--- config.mk ---
export PLATFORM = sky130hd
export DESIGN_NAME = npu_act_writeback_flat
export DESIGN_NICKNAME = d
export VERILOG_FILES = /design/src/rtl/npu_pkg.sv /design/src/rtl/npu_act_writeback_if.sv /design/src/rtl/npu_pool_max.sv /design/src/rtl/npu_act_writeback.sv /design/src/flat_wrapper.sv
export SDC_FILE = /design/constraint.sdc
export NUM_CORES = 1
export LEC_CHECK = 0
export BUFFER_PORTS_ARGS = -buffer_cell sky130_fd_sc_hd__buf_2
export CAP_MARGIN = 40
export CORE_MARGIN = 10
export CORE_UTILIZATION = 45
export CTS_CLUSTER_DIAMETER = 40
export CTS_CLUSTER_SIZE = 12
export DETAILED_ROUTE_END_ITERATION = 12
export GPL_TIMING_DRIVEN = 0
export PLACE_DENSITY = 0.66
export SLEW_MARGIN = 40
export SYNTH_ARGS = -nofsm -noshare
export SYNTH_HDL_FRONTEND = slang
export SYNTH_SLANG_ARGS = --single-unit
--- constraint.sdc ---
create_clock -name clk -period 3.6 [get_ports clk]
set_clock_uncertainty 0.1 [all_clocks]
set_input_delay 0.72 -clock clk [delete_from_list [all_inputs] [get_ports clk]]
set_output_delay 0.72 -clock clk [all_outputs]
set_load 0.02 [all_outputs]
--- src/rtl/npu_pkg.sv ---
// Shared NPU definitions: default datapath widths, pooling limit and the
// writeback FSM encoding.
package npu_pkg;

    localparam int DATA_WIDTH = 16;
    localparam int ADDR_WIDTH = 12;
    localparam int POOL_MAX   = 4;

    typedef enum logic [0:0] {
        ST_IDLE = 1'b0,
        ST_RUN  = 1'b1
    } wb_state_e;

    // A zero length means "no pooling"; lengths beyond the hardware limit saturate.
    function automatic logic [2:0] norm_pool_len(input logic [2:0] len);
        logic [2:0] r;
        if (len == 3'd0) begin
            r = 3'd1;
        end else if (len > 3'(POOL_MAX)) begin
            r = 3'(POOL_MAX);
        end else begin
            r = len;
        end
        return r;
    endfunction

endpackage

--- src/rtl/npu_act_writeback_if.sv ---
// MAC result stream into the writeback stage and the activation-memory write
// port out of it.
interface npu_act_writeback_if #(
    parameter int DATA_WIDTH = npu_pkg::DATA_WIDTH,
    parameter int ADDR_WIDTH = npu_pkg::ADDR_WIDTH
);
    import npu_pkg::*;

    logic                         mac_valid;
    logic signed [DATA_WIDTH-1:0] mac_out;
    logic                         mac_overflow;
    logic                         act_wr_en;
    logic [ADDR_WIDTH-1:0]        act_wr_addr;
    logic [DATA_WIDTH-1:0]        act_wr_data;

    modport master (
        output mac_valid, mac_out, mac_overflow,
        input  act_wr_en, act_wr_addr, act_wr_data
    );

    modport slave (
        input  mac_valid, mac_out, mac_overflow,
        output act_wr_en, act_wr_addr, act_wr_data
    );

endinterface

--- src/rtl/npu_pool_max.sv ---
// ReLU clamp followed by a signed running maximum over groups of pool_len
// samples; pool_val is the group result including the current sample.
module npu_pool_max #(
    parameter int DATA_WIDTH = npu_pkg::DATA_WIDTH
) (
    input  logic                         clk,
    input  logic                         rst,
    input  logic                         clear,
    input  logic                         in_valid,
    input  logic                         relu_en,
    input  logic [2:0]                   pool_len,
    input  logic signed [DATA_WIDTH-1:0] in_data,
    output logic                         grp_last,
    output logic signed [DATA_WIDTH-1:0] pool_val
);
    import npu_pkg::*;

    logic [2:0]                   grp_cnt_q, grp_cnt_d;
    logic signed [DATA_WIDTH-1:0] max_q, max_d;
    logic signed [DATA_WIDTH-1:0] clamp_s;

    // Clamp, running max and group bookkeeping.
    always_comb begin
        clamp_s   = in_data;
        pool_val  = max_q;
        grp_cnt_d = grp_cnt_q;
        max_d     = max_q;

        if (relu_en && in_data[DATA_WIDTH-1]) begin
            clamp_s = '0;
        end else begin
            clamp_s = in_data;
        end

        if (grp_cnt_q == 3'd0) begin
            pool_val = clamp_s;
        end else if (clamp_s > max_q) begin
            pool_val = clamp_s;
        end else begin
            pool_val = max_q;
        end

        grp_last = in_valid && (grp_cnt_q == (pool_len - 3'd1));

        if (clear) begin
            grp_cnt_d = 3'd0;
            max_d     = '0;
        end else if (in_valid) begin
            max_d     = pool_val;
            grp_cnt_d = grp_last ? 3'd0 : (grp_cnt_q + 3'd1);
        end else begin
            grp_cnt_d = grp_cnt_q;
            max_d     = max_q;
        end
    end

    // Group state registers.
    always_ff @(posedge clk) begin
        if (rst) begin
            grp_cnt_q <= 3'd0;
            max_q     <= '0;
        end else begin
            grp_cnt_q <= grp_cnt_d;
            max_q     <= max_d;
        end
    end

endmodule

--- src/rtl/npu_act_writeback.sv ---
// Activation/writeback stage: layer FSM, sequential activation-memory writes
// of pooled MAC results, and per-layer status flags.
module npu_act_writeback #(
    parameter int DATA_WIDTH = npu_pkg::DATA_WIDTH,
    parameter int ADDR_WIDTH = npu_pkg::ADDR_WIDTH
) (
    input  logic                  clk,
    input  logic                  rst,
    input  logic                  layer_start,
    input  logic                  relu_en,
    input  logic [2:0]            pool_len,
    input  logic [ADDR_WIDTH-1:0] base_addr,
    input  logic [ADDR_WIDTH-1:0] out_count,
    npu_act_writeback_if.slave    bus,
    output logic                  layer_done,
    output logic                  busy,
    output logic                  ovf_sticky,
    output logic                  stray_valid
);
    import npu_pkg::*;

    wb_state_e             state_q, state_d;
    logic                  relu_q, relu_d;
    logic [2:0]            pool_len_q, pool_len_d;
    logic [ADDR_WIDTH-1:0] out_count_q, out_count_d;
    logic [ADDR_WIDTH-1:0] wr_addr_q, wr_addr_d;
    logic [ADDR_WIDTH-1:0] wr_cnt_q, wr_cnt_d;
    logic [ADDR_WIDTH-1:0] wr_cnt_inc_s;
    logic                  act_wr_en_q, act_wr_en_d;
    logic [ADDR_WIDTH-1:0] act_wr_addr_q, act_wr_addr_d;
    logic [DATA_WIDTH-1:0] act_wr_data_q, act_wr_data_d;
    logic                  layer_done_q, layer_done_d;
    logic                  busy_q, busy_d;
    logic                  ovf_q, ovf_d;
    logic                  stray_q, stray_d;

    logic                         pool_valid_s;
    logic                         grp_last_s;
    logic signed [DATA_WIDTH-1:0] pool_val_s;

    // A sample coinciding with layer_start belongs to neither layer and is dropped.
    assign pool_valid_s = bus.mac_valid && (state_q == ST_RUN) && !layer_start;

    npu_pool_max #(.DATA_WIDTH(DATA_WIDTH)) u_pool (
        .clk      (clk),
        .rst      (rst),
        .clear    (layer_start),
        .in_valid (pool_valid_s),
        .relu_en  (relu_q),
        .pool_len (pool_len_q),
        .in_data  (bus.mac_out),
        .grp_last (grp_last_s),
        .pool_val (pool_val_s)
    );

    // Next-state, write issue and flag update.
    always_comb begin
        state_d       = state_q;
        relu_d        = relu_q;
        pool_len_d    = pool_len_q;
        out_count_d   = out_count_q;
        wr_addr_d     = wr_addr_q;
        wr_cnt_d      = wr_cnt_q;
        wr_cnt_inc_s  = wr_cnt_q + ADDR_WIDTH'(1);
        act_wr_en_d   = 1'b0;
        act_wr_addr_d = act_wr_addr_q;
        act_wr_data_d = act_wr_data_q;
        layer_done_d  = 1'b0;
        ovf_d         = ovf_q;
        stray_d       = stray_q;

        if (layer_start) begin
            relu_d      = relu_en;
            pool_len_d  = norm_pool_len(pool_len);
            out_count_d = out_count;
            wr_addr_d   = base_addr;
            wr_cnt_d    = '0;
            ovf_d       = 1'b0;
            stray_d     = 1'b0;
            if (out_count == '0) begin
                layer_done_d = 1'b1;
                state_d      = ST_IDLE;
            end else begin
                state_d      = ST_RUN;
            end
        end else begin
            case (state_q)
                ST_IDLE: begin
                    if (bus.mac_valid) begin
                        stray_d = 1'b1;
                    end else begin
                        stray_d = stray_q;
                    end
                end
                ST_RUN: begin
                    if (bus.mac_overflow) begin
                        ovf_d = 1'b1;
                    end else begin
                        ovf_d = ovf_q;
                    end
                    if (grp_last_s) begin
                        act_wr_en_d   = 1'b1;
                        act_wr_addr_d = wr_addr_q;
                        act_wr_data_d = pool_val_s;
                        wr_addr_d     = wr_addr_q + ADDR_WIDTH'(1);
                        wr_cnt_d      = wr_cnt_inc_s;
                        if (wr_cnt_inc_s == out_count_q) begin
                            layer_done_d = 1'b1;
                            state_d      = ST_IDLE;
                        end else begin
                            state_d      = ST_RUN;
                        end
                    end else begin
                        state_d = ST_RUN;
                    end
                end
                default: begin
                    state_d = ST_IDLE;
                end
            endcase
        end

        // busy stays up through the done pulse and drops the cycle after.
        busy_d = (state_d == ST_RUN) || layer_done_d;
    end

    // State, config and output registers.
    always_ff @(posedge clk) begin
        if (rst) begin
            state_q       <= ST_IDLE;
            relu_q        <= 1'b0;
            pool_len_q    <= 3'd1;
            out_count_q   <= '0;
            wr_addr_q     <= '0;
            wr_cnt_q      <= '0;
            act_wr_en_q   <= 1'b0;
            act_wr_addr_q <= '0;
            act_wr_data_q <= '0;
            layer_done_q  <= 1'b0;
            busy_q        <= 1'b0;
            ovf_q         <= 1'b0;
            stray_q       <= 1'b0;
        end else begin
            state_q       <= state_d;
            relu_q        <= relu_d;
            pool_len_q    <= pool_len_d;
            out_count_q   <= out_count_d;
            wr_addr_q     <= wr_addr_d;
            wr_cnt_q      <= wr_cnt_d;
            act_wr_en_q   <= act_wr_en_d;
            act_wr_addr_q <= act_wr_addr_d;
            act_wr_data_q <= act_wr_data_d;
            layer_done_q  <= layer_done_d;
            busy_q        <= busy_d;
            ovf_q         <= ovf_d;
            stray_q       <= stray_d;
        end
    end

    assign bus.act_wr_en   = act_wr_en_q;
    assign bus.act_wr_addr = act_wr_addr_q;
    assign bus.act_wr_data = act_wr_data_q;
    assign layer_done      = layer_done_q;
    assign busy            = busy_q;
    assign ovf_sticky      = ovf_q;
    assign stray_valid     = stray_q;

endmodule

--- src/flat_wrapper.sv ---
// flat-port wrapper written by rule: the top's interface ports become plain ports
module npu_act_writeback_flat import npu_pkg::*;
#(
    parameter int DATA_WIDTH = npu_pkg::DATA_WIDTH,
    parameter int ADDR_WIDTH = npu_pkg::ADDR_WIDTH
)
  (clk, rst, layer_start, relu_en, pool_len, base_addr, out_count, layer_done, busy, ovf_sticky, stray_valid, bus_mac_valid, bus_mac_out, bus_mac_overflow, bus_act_wr_en, bus_act_wr_addr, bus_act_wr_data);
  npu_act_writeback_if #(.DATA_WIDTH(DATA_WIDTH), .ADDR_WIDTH(ADDR_WIDTH)) bus_i ();
  input  logic clk;
  input  logic rst;
  input  logic layer_start;
  input  logic relu_en;
  input  logic [2:0] pool_len;
  input  logic [ADDR_WIDTH-1:0] base_addr;
  input  logic [ADDR_WIDTH-1:0] out_count;
  output logic layer_done;
  output logic busy;
  output logic ovf_sticky;
  output logic stray_valid;
  input wire logic [$bits(bus_i.mac_valid)-1:0] bus_mac_valid;
  input wire logic [$bits(bus_i.mac_out)-1:0] bus_mac_out;
  input wire logic [$bits(bus_i.mac_overflow)-1:0] bus_mac_overflow;
  output wire logic [$bits(bus_i.act_wr_en)-1:0] bus_act_wr_en;
  output wire logic [$bits(bus_i.act_wr_addr)-1:0] bus_act_wr_addr;
  output wire logic [$bits(bus_i.act_wr_data)-1:0] bus_act_wr_data;
  assign bus_i.mac_valid = bus_mac_valid;
  assign bus_i.mac_out = bus_mac_out;
  assign bus_i.mac_overflow = bus_mac_overflow;
  assign bus_act_wr_en = bus_i.act_wr_en;
  assign bus_act_wr_addr = bus_i.act_wr_addr;
  assign bus_act_wr_data = bus_i.act_wr_data;
  npu_act_writeback #(.DATA_WIDTH(DATA_WIDTH), .ADDR_WIDTH(ADDR_WIDTH)) u_core (.clk(clk), .rst(rst), .layer_start(layer_start), .relu_en(relu_en), .pool_len(pool_len), .base_addr(base_addr), .out_count(out_count), .bus(bus_i), .layer_done(layer_done), .busy(busy), .ovf_sticky(ovf_sticky), .stray_valid(stray_valid));
endmodule
==> impl_metrics.json <==
{
  "dieArea_um2": 15560,
  "synth_area_um2": 4936,
  "cts.sinks": 93,
  "regArea_um2": 1862,
  "synth_area_leaders": "dfxtp_1 (38%), nand2_1 (5.8%), ha_1 (5.3%)",
  "vias": 4457,
  "final-hold-violation-count": 0,
  "dr.pass1.iters": 4,
  "p_per_area_nw_per_um2": 369.7,
  "syn_avg_cell_area_um2": 8.584,
  "grt_overflow_total": 0,
  "track_usage_pct": 16.86,
  "ys_seq_elements": 93,
  "antenna_found_initial": 0,
  "syn_inst": 575,
  "start_util_pct": 45.73,
  "rsz0062_at_grt": "false",
  "final_nets": 736,
  "cts_tree": "done",
  "path_max_fanout": 10,
  "clockBufferDepth": 2,
  "status": "finished, final reports clean",
  "ys.flop_type": "dfxtp_1",
  "drv_slew": 0,
  "crit_start": "bus_mac_out[15]",
  "topRoutingLayerUsed": "met4",
  "io_buffers": 80,
  "grt_pass1_vias": 4492,
  "yosys_warnings": 0,
  "yosysSeqAreaShare_pct": 37.72,
  "period_needed_ns": 3.441,
  "fin_tns_setup_ns": 0,
  "start_kind": "primary input",
  "die_h_um": 124.7,
  "clock.fmax_mhz": 290.6,
  "dp_hpwl_um": 10300,
  "m1WireLength_um": 6101,
  "tightest_slew_ns": 0.7809,
  "rr_startpoint": "u_core.relu_q",
  "clk_latency_ns": 0.37,
  "routed_wirelength_um": 13470,
  "max_slew_margin_pct": 47.94,
  "cp.arrival_ns": 3.56,
  "cts_buffers": 9,
  "multiInputGateArea_um2": 2765,
  "io-pin-count": 82,
  "first_iter_violations": 262,
  "ys_types": 60,
  "hold_ws_ns": 0.3559,
  "critPathCapture": "u_core.u_pool.max_q[5]",
  "areaGrowthSynthToFinish_pct": 15.64,
  "place_congestion": 0.8753,
  "crit_type": "in -> reg",
  "synth_edf_count": 0,
  "n_fill_cell": 1037,
  "r2r_slack_ns": 0.21,
  "cts-root-buf": "clkbuf_8",
  "utilization_pct": 52.89,
  "placed_cells": 795,
  "finalSetupViolations": 0,
  "wl_per_cell_um": 16.61,
  "cts_max_level": 3,
  "diodes": 0,
  "synth_top_area_cell": "dfxtp_1",
  "cts_setup_buffers": 0,
  "coreArea_um2": 10790,
  "ir_drop_mv": 0.1650,
  "ff2ff_path_depth": 13,
  "wl_met3_um": 640,
  "stdcell_count": 811,
  "async_flop_share_pct": 0,
  "cts_resized": 1,
  "reg2reg_to": "u_core.u_pool.max_q[5]",
  "row_count": 38,
  "critPathCaptureType": "flop",
  "antenna_left": 0,
  "routed-wl-met2_um": 6435,
  "period_share_pct": 95.57,
  "hold_buffers": 0,
  "drc": 0,
  "crit_required_ns": 3.72,
  "p_leak_nw": 2.285,
  "clk_pin_slew_worst_paths_ns": 0.09,
  "total_power_mw": 2.110,
  "cap_violations": 0,
  "grt_max_degree": 15,
  "mappedNetlistNets": 645,
  "die_w_um": 124.7,
  "layout-drive-gt1-share_pct": 18.48,
  "synth_top_area_share_pct": 37.72,
  "hp-class": "reg -> reg",
  "grt_pass1_wl_um": 22120,
  "viasPerCell": 5.496
}
-- synthesized netlist by cell type (all sizes together) (2+ instances only) --
library cell and number:
o2111ai 2, or3 2, or4 2, xnor2 29, buf 13, nor2 59, and3 6, mux2i 20
xor2 10, ha 21, nand4b 2, o31ai 14, o21a 2, o21ai 7, nand2 76, a221oi 16
nand3 13, a311oi 20, and4 2, and2 4, nor4 6, a211o 3, a21oi 29, nor3 7
clkbuf 23, a31oi 4, dfxtp 93, nor2b 3, inv 41, a211oi 4, nand4 24
-- critical path, stage by stage --
cell,delay (ns)
buf_2,0.10
nand2_1,0.15
clkbuf_4,0.25
nand2_1,0.14
inv_1,0.08
ha_1,0.31
and4_1,0.23
nand3_1,0.12
a311o_1,0.30
a21o_1,0.18
buf_2,0.18
a31oi_2,0.39
buf_4,0.30
a221oi_1,0.10
-- power breakdown --
| part | switching, mW | total [mW] | leakage [nW] | internal, mW |
|---|---|---|---|---|
| logic | 0.205 | 0.330 | 1.43 | 0.125 |
| registers | 0.0280 | 1.09 | 0.757 | 1.06 |
| clock network | 0.368 | 0.689 | 0.0943 | 0.321 |
-- area by class of cell --
class                           count  share of cell area [%]
Clock inverter                      4                  0.8549
Tap cell                          140                   3.069
Sequential cell                    93                   32.62
Timing Repair Buffer               80                   7.014
Buffer                             36                   2.937
Clock buffer                       12                   2.367
Inverter                           41                   2.696
Multi-Input combinational cell    405                   48.44
-- how the worst min path moves through the flow --
| stage | startpoint | end | depth (start not counted) |
|---|---|---|---|
| after global placement | u_core.bus.act_wr_addr[6] | u_core.bus.act_wr_addr[6] | 2 |
| final | u_core.bus.act_wr_addr[6] | u_core.bus.act_wr_addr[6] | 2 |
| after CTS | u_core.bus.act_wr_addr[6] | u_core.bus.act_wr_addr[6] | 2 |
| after detailed placement | u_core.bus.act_wr_addr[6] | u_core.bus.act_wr_addr[6] | 2 |
| after global routing | u_core.bus.act_wr_addr[3] | u_core.bus.act_wr_addr[3] | 2 |
| after floorplan | u_core.wr_addr_q[11] | u_core.bus.act_wr_addr[11] | 2 |
-- flip-flops by register name, summed over array words and instances (netlist names), 3 cells and up --
register                 flops
u_core.bus.act_wr_addr      12
u_core.u_pool.max_q         16
u_core.wr_cnt_q             12
u_core.pool_len_q            3
u_core.wr_addr_q            12
u_core.out_count_q          12
u_core.u_pool.grp_cnt_q      3
u_core.bus.act_wr_data      16
-- metrics by stage --
step | instance area, um^2 | setup WS, ns
2_1_floorplan | 4936 | 0.3105
3_3_place_gp | 5512 | -0.3861
3_5_place_dp | 5512 | -0.4105
4_1_cts | 5697 | 0.1361
5_1_grt | 5708 | 0.02232
6_report | 5708 | 0.1594
-- layer usage --
metal / up-vias / track usage (%)
li1: 2224 / -
met3: 20 / 3.447
met2: 105 / 28.32
met5: - / 0
met1: 2108 / 20.46
met4: 0 / 6.854
-- cell families (layout without fill, tap and decap cells) --
family / count (synthesis) / after routing / share of synthesized area [%]
XOR/XNOR: 40 / 40 / 7.427
flip-flops: 93 / 93 / 37.72
AO/OA/AOI/OAI: 112 / 112 / 18.40
multiplexers: 20 / 20 / 4.056
adder cells (fa/ha/maj): 21 / 21 / 5.323
buffers and inverters: 77 / 173 / 6.438
AND/OR/NAND/NOR: 212 / 212 / 20.63
-- layout by cell type, fill, tap and decap left out, drive strengths merged, types with 7 or more instances in the layout --
master,instances
nor2,59
o21ai,7
xnor2,29
a21oi,29
a311oi,20
nand4,24
a221oi,16
clkbuf,35
inv,41
ha,21
dfxtp,93
nand3,13
o31ai,14
mux2i,20
xor2,10
buf,93
nand2,76
nor3,7
(Power assumes the default switching activity.)
